--- src/rtl/mem_port_arbiter_pkg.sv ---
// Shared definitions for the unified-memory port arbiter: FSM state encoding
// and the load/store access-size encodings.
package mem_port_arbiter_pkg;

  typedef enum logic [1:0] {
    IDLE   = 2'b00,
    BUSY_I = 2'b01,
    BUSY_D = 2'b10
  } state_t;

  localparam logic [1:0] SZ_BYTE = 2'b00;
  localparam logic [1:0] SZ_HALF = 2'b01;
  localparam logic [1:0] SZ_WORD = 2'b10;

endpackage

--- src/rtl/mem_port_arbiter_mux.sv ---
// Generic 2:1 steering mux used throughout the codebase.
module mux #(
  parameter int N = 32
) (
  input  logic [N-1:0] i0,
  input  logic [N-1:0] i1,
  input  logic         sel,
  output logic [N-1:0] out
);

  assign out = sel ? i1 : i0;

endmodule

--- src/rtl/mem_port_arbiter.sv ---
// Arbitrates a single-ported unified memory between fetch (I) and load/store (D).
// D has priority; a burst counter forces an I grant after MAX_D_BURST straight D grants.
module mem_port_arbiter
  import mem_port_arbiter_pkg::*;
#(
  parameter int ADDR_W      = 32,
  parameter int DATA_W      = 32,
  parameter int MAX_D_BURST = 4
) (
  input  logic              clk,
  input  logic              rst_n,
  input  logic              if_req,
  input  logic [ADDR_W-1:0] if_addr,
  input  logic              d_req,
  input  logic              d_we,
  input  logic [1:0]        d_size,
  input  logic [ADDR_W-1:0] d_addr,
  input  logic [DATA_W-1:0] d_wdata,
  output logic              mem_req,
  output logic              mem_we,
  output logic [1:0]        mem_size,
  output logic [ADDR_W-1:0] mem_addr,
  output logic [DATA_W-1:0] mem_wdata,
  input  logic              mem_ready,
  input  logic [DATA_W-1:0] mem_rdata,
  output logic              sel,
  output logic              if_done,
  output logic              d_done,
  output logic [DATA_W-1:0] rdata
);

  localparam int CNT_W = $clog2(MAX_D_BURST + 1);
  localparam logic [CNT_W-1:0] CNT_MAX = CNT_W'(MAX_D_BURST);

  state_t           state_r;
  logic             sel_r;
  logic [CNT_W-1:0] burst_cnt_r;
  logic             grant_d_s;
  logic             grant_i_s;

  // Grant decision, only taken from IDLE; D loses only when fetch has been starved.
  always_comb begin
    grant_d_s = 1'b0;
    grant_i_s = 1'b0;
    if (state_r == IDLE) begin
      if (d_req && !(if_req && (burst_cnt_r == CNT_MAX))) begin
        grant_d_s = 1'b1;
      end else if (if_req) begin
        grant_i_s = 1'b1;
      end else begin
        grant_i_s = 1'b0;
      end
    end else begin
      grant_d_s = 1'b0;
    end
  end

  // Access sequencer, steering select and fetch-starvation counter.
  always_ff @(posedge clk or negedge rst_n) begin
    if (!rst_n) begin
      state_r     <= IDLE;
      sel_r       <= 1'b0;
      burst_cnt_r <= '0;
    end else begin
      case (state_r)
        IDLE: begin
          if (grant_d_s) begin
            state_r <= BUSY_D;
            sel_r   <= 1'b1;
          end else if (grant_i_s) begin
            state_r <= BUSY_I;
            sel_r   <= 1'b0;
          end else begin
            state_r <= IDLE;
          end
        end
        BUSY_I, BUSY_D: begin
          if (mem_ready) begin
            state_r <= IDLE;
          end else begin
            state_r <= state_r;
          end
        end
        default: begin
          state_r <= IDLE;
          sel_r   <= 1'b0;
        end
      endcase

      // Count only D grants that actually made fetch wait.
      if (!if_req || grant_i_s) begin
        burst_cnt_r <= '0;
      end else if (grant_d_s && (burst_cnt_r != CNT_MAX)) begin
        burst_cnt_r <= burst_cnt_r + CNT_W'(1);
      end else begin
        burst_cnt_r <= burst_cnt_r;
      end
    end
  end

  mux #(.N(ADDR_W)) u_addr_mux (
    .i0  (if_addr),
    .i1  (d_addr),
    .sel (sel_r),
    .out (mem_addr)
  );

  assign sel       = sel_r;
  assign mem_req   = (state_r != IDLE);
  assign mem_we    = (state_r == BUSY_D) & d_we;
  assign mem_size  = sel_r ? d_size : SZ_WORD;
  assign mem_wdata = d_wdata;
  assign if_done   = (state_r == BUSY_I) & mem_ready;
  assign d_done    = (state_r == BUSY_D) & mem_ready;
  assign rdata     = mem_rdata;

endmodule
--- config.mk ---
export PLATFORM = sky130hd
export DESIGN_NAME = mem_port_arbiter
export DESIGN_NICKNAME = d
export VERILOG_FILES = /design/src/rtl/mem_port_arbiter_pkg.sv /design/src/rtl/mem_port_arbiter_mux.sv /design/src/rtl/mem_port_arbiter.sv
export SDC_FILE = /design/constraint.sdc
export NUM_CORES = 1
export LEC_CHECK = 0
export CORE_AREA = 3 3 91 93
export DETAILED_ROUTE_END_ITERATION = 16
export DIE_AREA = 0 0 94 96
export PLACE_DENSITY_LB_ADDON = 0.05
export SYNTH_ARGS = -nofsm -noshare
export SYNTH_HDL_FRONTEND = slang
export SYNTH_HIERARCHICAL = 1
export SYNTH_SLANG_ARGS = --single-unit
--- constraint.sdc ---
create_clock -name clk -period 1.4 [get_ports clk]
set_clock_uncertainty 0.1 [all_clocks]
set_input_delay 0.14 -clock clk [delete_from_list [all_inputs] [get_ports clk]]
set_output_delay 0.14 -clock clk [all_outputs]
set_load 0.03 [all_outputs]
==> results of run 1 <==
-- layout make-up --
| type | instances | area (sq um) |
|---|---|---|
| multi-input combinational | 64 | 757.0 |
| tap | 102 | 127.6 |
| fill | 770 | 5202 |
| timing repair buffer | 122 | 1299 |
| sequential | 6 | 151.4 |
| clock buffer | 4 | 45.04 |
| inverter | 6 | 25.02 |
-- stage by stage --
stage / instance area, sq um / TNS [ns] / util, %
2_1_floorplan: 1424 / 0 / -
3_3_place_gp: 2111 / 0 / 27.75
3_5_place_dp: 2111 / 0 / 27.75
4_1_cts: 2357 / -4.694 / 30.99
5_1_grt: 2405 / -5.489 / 31.61
6_report: 2405 / -4.247 / 31.61
-- where the power goes --
group	leakage, nW	switching (mW)	total (mW)	internal, mW
combinational	0.956	1.50	3.29	1.78
sequential	0.0784	0.0604	0.285	0.225
clock	0.0228	0.0825	0.279	0.197
-- worst max-delay path by stage --
stage                         to  depth (start not counted)  slack (ns)
global route        mem_addr[21]                          3       -0.19
finish              mem_addr[21]                          3       -0.15
floorplan            mem_addr[0]                          3        0.03
detailed placement    state_r[0]                          4        0.04
CTS                 mem_addr[31]                          3       -0.17
global placement    mem_addr[31]                          3        0.07
-- flip-flops by register name, indices dropped and copies added, names as in the netlist --
| name | cells |
|---|---|
| burst_cnt_r | 3 |
| state_r | 2 |
| sel | 1 |
-- synthesized netlist by cell type --
library cell	instances	area [sq um]
nand3_1	4	20.02
nor3_2	1	10.01
mux2_2	2	22.52
buf_12	3	60.06
nand2_1	5	18.77
ha_1	5	62.56
and2_1	4	25.02
nor2b_1	1	6.260
buf_6	1	11.26
nand4b_1	1	8.760
buf_4	64	480.5
inv_1	5	18.77
inv_2	1	3.750
a31oi_1	1	6.260
nand2b_1	1	6.260
a21boi_2	1	11.26
a21oi_1	2	10.01
nor2_1	1	3.750
and2b_1	1	7.510
o31ai_1	2	15.01
mux2_4	30	450.4
dfrtp_1	6	150.1
o21ai_1	1	5.000
a22o_1	1	8.760
-- logic make-up (layout without fill, tap and decap cells) --
family | after synthesis | after routing | share of synthesized area (%)
simple gates | 19 | 19 | 7.476
compound gates | 8 | 8 | 3.958
mux | 32 | 32 | 33.25
flops | 6 | 6 | 10.55
fa+ha+maj | 5 | 5 | 4.398
buf+inv | 74 | 132 | 40.37
-- timing repair --
action | CTS | global route
setup buffers | 2 | 4
resized for setup | 49 | 5
pin swaps | 1 | 3
setup endpoints to repair | 37 | 39
-- layer usage --
metal  part of all wire (%)  vias to the layer above  GRT usage [%]  routed length (um)
met5                      0                        -              0                   0
met4                      0                        0          1.685                   0
met3                     18                        0          6.959                 880
met2                     42                      129          13.60                2055
met1                     40                      562          11.43                1930
li1                       -                      529              -                   -
==> summary.txt, run 1 <==
Floorplan
  • Starting density of the core: 18.70%
  • Core Area: around 7600 sq um
  • Row count: 32
  • # IOs: 239
  • Die span in x: 94 um
  • Die footprint: 9024 sq um
  • Die Span Y: about 96 um

Power and ir drop
  • LEAKAGE: 1.057 nW
  • Pwr dens: 1602 nW/um^2
  • Total Power: 3.852 mW
  • Max IR drop VDD: slightly below 0.8 mV

Timing
  • Max Slew Vio Count: 0
  • Worst Tran Pin Value: 0.3170 ns
  • Final setup vio count: 33
  • Tcrit/Tclk final: 110.7%
  • Unrepaired setup endpoints after global routing: yes
  • WHS: 0.07679 ns
  • Setup ws final: -0.1491 ns
  • Max Freq: about 650 MHz
  • Slew HR: about four fifths
  • Fin crit period: 1.549 ns
  • Final hold vios: 0

Clocking
  • Worst-path clk slew: 0.04 ns
  • Worst-Skew Late Latency: 0.22 ns
  • Clock tree buffer depth: 2
  • Root buf cell: clkbuf_8
  • CTS sink count: 6
  • H-tree level count: 1
  • Inserted Clock Buffers: 3
  • Hold buffers post-CTS: 0
  • CTS tree: done

Status
  • Failing checks: setup timing
  • Status: complete, but fails checks

Worst setup path
  • Crit-path leading delay family: flip-flops
  • Critical Path End Type: primary output
  • Crit path largest cell delay: 0.45 ns
  • Worst R2R Setup Slack: 0.04 ns
  • R2R Path End: state_r[0]
  • R2r startpoint: state_r[1]
  • Crit path top cell by count: buf_12
  • Buf/Inv on CP: 2
  • Sequence of cells on the critical path: buf_12, mux2_4, buf_12
  • CP Max Fanout: 14
  • Worst Setup SP: sel
  • Setup CP Type: reg -> out
  • Req. time, crit path: 1.16 ns
  • Critical-path top delay cell: dfrtp_2
  • R2R cell count: 4
  • Worst EP arrival: 1.31 ns
  • Critical Path Source Type: flip-flop

Global routing
  • First-pass GRT wire length: around 6600 um
  • Total GRT Usage: under 10%
  • Number of global-route vias before repair: around 1,200
  • Grt ovf: 0
  • Initial antenna violation count: 0
  • Largest net degree at the start of global routing: 15

Placed design
  • Dpl ws: 0.03943 ns
  • I/O Buffers: 110
  • Post-Place Cells: 294
  • Placer Congestion: 0.7293
  • Dpl hpwl: 4212 um

Drt
  • Pre-antenna DRT Iters: 4
  • Final wirelength: 4866 um
  • DR vias/cell: 4.013
  • WL per Instance: between 15 and 20 um
  • Post-route ant nets: 0
  • Via count: ~1,200
  • Iter 0 DRT Violations: 29
  • Residual DRC: 0

Cells and area
  • Non-filler instance count after layout: 304
  • Commonest non-fill, non-tap cell in the layout: clkdlybuf4s50_1
  • Area Overhead vs Synth: 69.04%
  • Layout cells sized above 1: about half
  • Most frequent cells in the layout: clkdlybuf4s50_1 (71), buf_6 (38), mux2_4 (32)
  • Final #Nets: 344
  • ANT cells: 0

Synthesis
  • Synthesized area per cell: a little under 10 sq um
  • Seq/Total Area, Yosys: 10.55%
  • Netlist cell types: 24
  • Flops & latches, synth: 6
  • Post-synthesis cell area: between 1000 and 1500 sq um
  • Synth Warn #: 6
  • Syn Nets: roughly 290
  • Syn Inst Count: approximately 140

Worst hold path
  • Hold WC Path Type: in -> async

Job
  • Max_cap viols: 0
Power figures use the tool's default switching activity.
==> inputs of run 2 (changes only) <==
--- a/config.mk
+++ b/config.mk
@@ -11,5 +11,4 @@
 export PLACE_DENSITY_LB_ADDON = 0.05
 export SYNTH_ARGS = -nofsm -noshare
 export SYNTH_HDL_FRONTEND = slang
-export SYNTH_HIERARCHICAL = 1
 export SYNTH_SLANG_ARGS = --single-unit
==> summary.txt, run 2 <==
Status
  • Status: complete, but fails checks
  • Failing checks: setup timing

Cells and area
  • Area Overhead vs Synth: 67.03%
  • Max FFs per register: 3
  • Final #Nets: ~340
  • Biggest register: burst_cnt_r
  • Footprint of the multi-input gates: 750.7 sq um
  • Commonest non-fill, non-tap cell in the layout: clkdlybuf4s50_1
  • Non-filler instance count after layout: 299
  • Most frequent cells in the layout: clkdlybuf4s50_1 (71), buf_6 (40), mux2_4 (32)
  • Reg area: approximately 150 sq um
  • Layout cells sized above 1: 47.72%
  • Fill cell count: 794
  • ANT cells: 0

Drt
  • Final wirelength: 4380 um
  • Residual DRC: 0
  • Post-route ant nets: 0
  • WL per Instance: 14.65 um
  • Pre-antenna DRT Iters: 3
  • DR vias/cell: roughly 3.9
  • Via count: 1,165
  • Iter 0 DRT Violations: 11

Floorplan
  • Core Area: 7607 sq um
  • Die footprint: between 9000 and 10,000 sq um
  • Starting density of the core: a little under a fifth
  • # IOs: 239
  • Die span in x: 94 um
  • Row count: 32
  • Die Span Y: 96 um

Placed design
  • Post-Place Cells: roughly 300
  • Placer Congestion: 0.7420
  • Dpl ws: 0.03392 ns
  • I/O Buffers: 110
  • Dpl hpwl: 3733 um

Timing
  • Post-route setup TNS: -4.112 ns
  • Slew HR: 80.69%
  • Final hold vios: 0
  • Tcrit/Tclk final: 110.9%
  • Setup ws final: -0.1532 ns
  • Fin crit period: 1.553 ns
  • Unrepaired setup endpoints after global routing: yes
  • Worst Tran Pin Value: around 0.29 ns
  • Final setup vio count: 32
  • Max Freq: between 600 and 700 MHz
  • Max Slew Vio Count: 0

Worst setup path
  • Critical Path Source Type: flip-flop
  • CP Max Fanout: 18
  • Worst R2R Setup Slack: approximately 0.090 ns
  • Setup CP Type: reg -> out
  • Req. time, crit path: 1.16 ns
  • Worst EP arrival: 1.31 ns
  • Critical Path End Type: primary output

Synthesis
  • Top cells by count, synth: buf_4 (64), mux2_4 (27), dfrtp_1 (6)
  • Post-synth top flop: dfrtp_1
  • Post-synth EDFFs: 0
  • Synth top area cells: buf_4 (34%), mux2_4 (29%), dfrtp_1 (11%), ha_1 (4.5%), mux2_2 (4.0%)
  • Netlist cell types: 19
  • Area share of the largest cell type after synthesis: 34.41%
  • Synthesized area per cell: just under 10 sq um
  • Syn Nets: 284
  • Seq/Total Area, Yosys: 10.75%
  • Synth area leader: buf_4
  • Flops & latches, synth: 6
  • Synth Warn #: 0
  • Syn Inst Count: 143
  • Top-count cell post-synth: buf_4
  • Post-synthesis cell area: around 1400 sq um
  • Async SR Flop Fraction: 100.0%

Clocking
  • CTS tree: done
  • Root buf cell: clkbuf_8
  • Worst-Skew Late Latency: 0.22 ns
  • H-tree level count: 1
  • Inserted Clock Buffers: 3
  • Clock tree buffer depth: 2
  • CTS sink count: 6
  • Hold buffers post-CTS: 0
  • Worst-path clk slew: around 0.040 ns

Power and ir drop
  • Max IR drop VDD: 0.7556 mV
  • LEAKAGE: 1.017 nW
  • Pwr dens: 1585 nW/um^2

Global routing
  • Number of global-route vias before repair: 1,145
  • First-pass GRT wire length: 6168 um
  • Initial antenna violation count: 0
  • Grt ovf: 0
  • Top Usage Layer GRT: met2
  • Global routing met3 resource utilization: under 10%
  • Total GRT Usage: 8.572%
  • Met2 Track Usage GR: between 10% and 20%
  • Grt met1 use: between 10% and 20%
  • Largest net degree at the start of global routing: 19

Worst hold path
  • Hold WC Path Type: in -> async

Job
  • Max_cap viols: 0
[run 2: report_power, final]
part           total [mW]  internal, mW  switching, mW
clock               0.275         0.196         0.0784
combinational        3.14          1.68           1.46
sequential          0.283         0.227         0.0561
total                3.70          2.10           1.59
[run 2: worst paths after layout]
kind,from,endpoint,cells past startpoint
setup / recovery,sel,mem_addr[2],3
hold / removal,rst_n,state_r[1],1
setup reg to reg,state_r[1],state_r[0],4
hold reg to reg,burst_cnt_r[1],burst_cnt_r[1],2
max in group asynchronous,rst_n,sel,1
min in group clk,d_wdata[5],mem_wdata[5],0
[run 2: metrics by stage]
stage | cell area [sq um] | util [%] | power, mW | hold slack [ns]
after global placement | 2056 | 27.02 | 2.965 | 0.1802
after floorplan | 1398 | - | 2.429 | -0.2556
after global routing | 2332 | 30.66 | 3.915 | 0.08025
final | 2332 | 30.66 | 3.696 | 0.06415
after CTS | 2266 | 29.79 | 3.573 | 0.07089
after detailed placement | 2056 | 27.02 | 2.962 | 0.1802
[run 2: final cells by class]
class | count | share of cell area, %
multi-input cells | 64 | 32.19
well taps | 102 | 5.472
repair buffers | 118 | 53.11
inverters | 5 | 0.8047
clock buffers | 4 | 1.931
flip-flops and latches | 6 | 6.491
[run 2: metal layers]
layer / routed length [um] / vias up / share of wire, %
met2: 1834 / 133 / 42
met4: 13 / 0 / 0.30
li1: - / 515 / -
met3: 826 / 6 / 19
met1: 1705 / 511 / 39
met5: 0 / - / 0
[run 2: cells by family (layout without fill, tap and decap cells)]
family,Yosys count,after routing,synth area share (%)
multiplexers,32,32,33.06
adder cells (fa/ha/maj),5,5,4.480
flip-flops,6,6,10.75
AO/OA/AOI/OAI,9,9,4.391
buffers and inverters,73,127,40.23
AND/OR/NAND/NOR,18,18,7.079
[run 2: timing repair]
item | CTS | global route
pin swaps | 1 | 2
gates cloned | 0 | 0
setup endpoints to repair | 36 | 41
resized for setup | 43 | 17
setup buffers | 0 | 2
[run 2: worst max-delay path, cell delays in order, from the launching register on]
cell	delay, ns
dfrtp_2	0.42
buf_12	0.20
mux2_4	0.32
buf_6	0.14
==> inputs of run 3 (changes only) <==
--- a/config.mk
+++ b/config.mk
@@ -5,10 +5,11 @@
 export SDC_FILE = /design/constraint.sdc
 export NUM_CORES = 1
 export LEC_CHECK = 0
-export CORE_AREA = 3 3 91 93
+export CORE_AREA = 2 2 92 94
 export DETAILED_ROUTE_END_ITERATION = 16
 export DIE_AREA = 0 0 94 96
 export PLACE_DENSITY_LB_ADDON = 0.05
+export SKIP_CTS_REPAIR_TIMING = 1
 export SYNTH_ARGS = -nofsm -noshare
 export SYNTH_HDL_FRONTEND = slang
 export SYNTH_SLANG_ARGS = --single-unit
==> constraint.sdc (replaced) <==
create_clock -name clk -period 1.4 [get_ports clk]
set_clock_uncertainty 0.1 [all_clocks]
set_input_delay 0.14 -clock clk [delete_from_list [all_inputs] [get_ports clk]]
set_output_delay 0.14 -clock clk [all_outputs]
set_load 0.1 [all_outputs]
==> summary.txt, run 3 (synthesized netlist as in run 2, its figures left out) <==
Drt
  • WL per Instance: 15.85 um
  • Final wirelength: approximately 4800 um
  • Via count: ~1,200
  • Pre-antenna DRT Iters: 2
  • Iter 0 DRT Violations: 14
  • DR vias/cell: 3.811
  • Residual DRC: 0
  • Post-route ant nets: 0

Global routing
  • Total GRT Usage: 9.253%
  • Initial antenna violation count: 0
  • First-pass GRT wire length: 6575 um
  • Number of global-route vias before repair: 1,161
  • Grt ovf: 0
  • Largest net degree at the start of global routing: 15

Clocking
  • H-tree level count: 1
  • CTS tree: done
  • Root buf cell: clkbuf_8
  • Inserted Clock Buffers: 3
  • Worst-path clk slew: 0.04 ns
  • CTS sink count: 6
  • Clock tree buffer depth: 2
  • Worst-Skew Late Latency: between 0.2 and 0.25 ns

Worst hold path
  • Hold WC Path Type: in -> async

Power and ir drop
  • LEAKAGE: between 1 and 1.5 nW
  • Pwr dens: 2348 nW/um^2
  • Max IR drop VDD: 0.9352 mV

Status
  • Status: complete, but fails checks
  • Failing checks: setup timing

Cells and area
  • Area Overhead vs Synth: 93.37%
  • Commonest non-fill, non-tap cell in the layout: clkdlybuf4s50_1
  • Biggest register: burst_cnt_r
  • Final #Nets: 339
  • Max FFs per register: 3
  • Fill cell count: between 700 and 800
  • Layout cells sized above 1: 50.25%
  • ANT cells: 0
  • Most frequent cells in the layout: clkdlybuf4s50_1 (71), buf_12 (42), mux2_4 (28)

Placed design
  • Placer Congestion: 0.6858
  • Dpl ws: -0.01549 ns
  • Dpl hpwl: 4167 um
  • I/O Buffers: 110

Worst setup path
  • Req. time, crit path: around 1.2 ns
  • Crit path top cell by count: buf_12
  • CP Max Fanout: 14
  • Critical Path Source Type: flip-flop
  • Critical-path top delay cell: dfrtp_4
  • Sequence of cells on the critical path: buf_12, mux2_4, buf_12
  • Worst EP arrival: 1.41 ns
  • Critical Path End Type: primary output
  • Setup CP Type: reg -> out
  • Crit path largest cell delay: 0.51 ns

Job
  • Max_cap viols: 0

Timing
  • Final hold vios: 0
  • Slew HR: 81.97%
  • WHS: 0.05723 ns
  • Fin crit period: 1.649 ns
  • Setup ws final: -0.2491 ns
  • Max Freq: 606.4 MHz
  • Unrepaired setup endpoints after global routing: yes
  • Worst Tran Pin Value: around 0.27 ns
  • Post-route setup TNS: -7.700 ns
  • Final setup vio count: 37
  • Tcrit/Tclk final: 117.8%
  • Max Slew Vio Count: 0

Floorplan
  • Row count: 33
  • Die footprint: 9024 sq um
  • Die span in x: 94 um
  • Core Area: 8051 sq um
  • # IOs: 239
  • Starting density of the core: 17.34%
  • Die Span Y: roughly 96 um
## run 3: changes by cell type in the layout (fill, tap and decap cells not counted), sizes merged
cell,before,now
clkinvlp,0,1
inv,5,4
## run 3: layer usage
layer | track usage [%] | part of all wire (%) | vias to the layer above
li1 | - | - | 516
met1 | 12.12 | 43 | 522
met2 | 14.05 | 43 | 113
met3 | 5.168 | 14 | 0
met4 | 0.3623 | 0 | 0
met5 | 0 | 0 | -
## run 3: final timing paths
check / cells after the start / slack (ns) / startpoint / end
min in group clk: 0 / 0.18 / d_wdata[0] / mem_wdata[0]
hold reg to reg: 2 / 0.45 / state_r[0] / state_r[0]
max in group asynchronous: 1 / 0.90 / rst_n / sel
hold / removal: 1 / 0.06 / rst_n / sel
setup / recovery: 3 / -0.25 / sel / mem_addr[21]
setup reg to reg: 6 / 0.03 / state_r[1] / burst_cnt_r[1]
## run 3: final cells by class
class	count	area (sq um)	area share [%]
Timing Repair Buffer	118	1593	58.99
Multi-Input combinational cell	64	753.2	27.90
Sequential cell	6	155.1	5.746
Tap cell	105	131.4	4.866
Clock buffer	4	45.04	1.668
Inverter	5	22.52	0.8341
## run 3: power breakdown
part           total, mW  switching [mW]  internal [mW]
Sequential         0.309          0.0734          0.236
Combinational       5.76            3.40           2.36
Clock              0.268          0.0728          0.196
Total               6.34            3.55           2.79
## run 3: metrics by stage
step	utilization (%)	cell area [sq um]	std cells	total power [mW]
finish	33.54	2700	302	6.340
global route	33.54	2700	302	6.550
CTS	32.53	2619	297	6.237
detailed placement	31.97	2574	293	5.959
global placement	31.97	2574	293	5.926
floorplan	-	1441	143	4.907
## run 3: critical path: cells and delay by family (launching register included)
| kind | cells | cell delay [ns] |
|---|---|---|
| muxes | 1 | 0.32 |
| buffers and inverters | 2 | 0.34 |
| DFF | 1 | 0.51 |
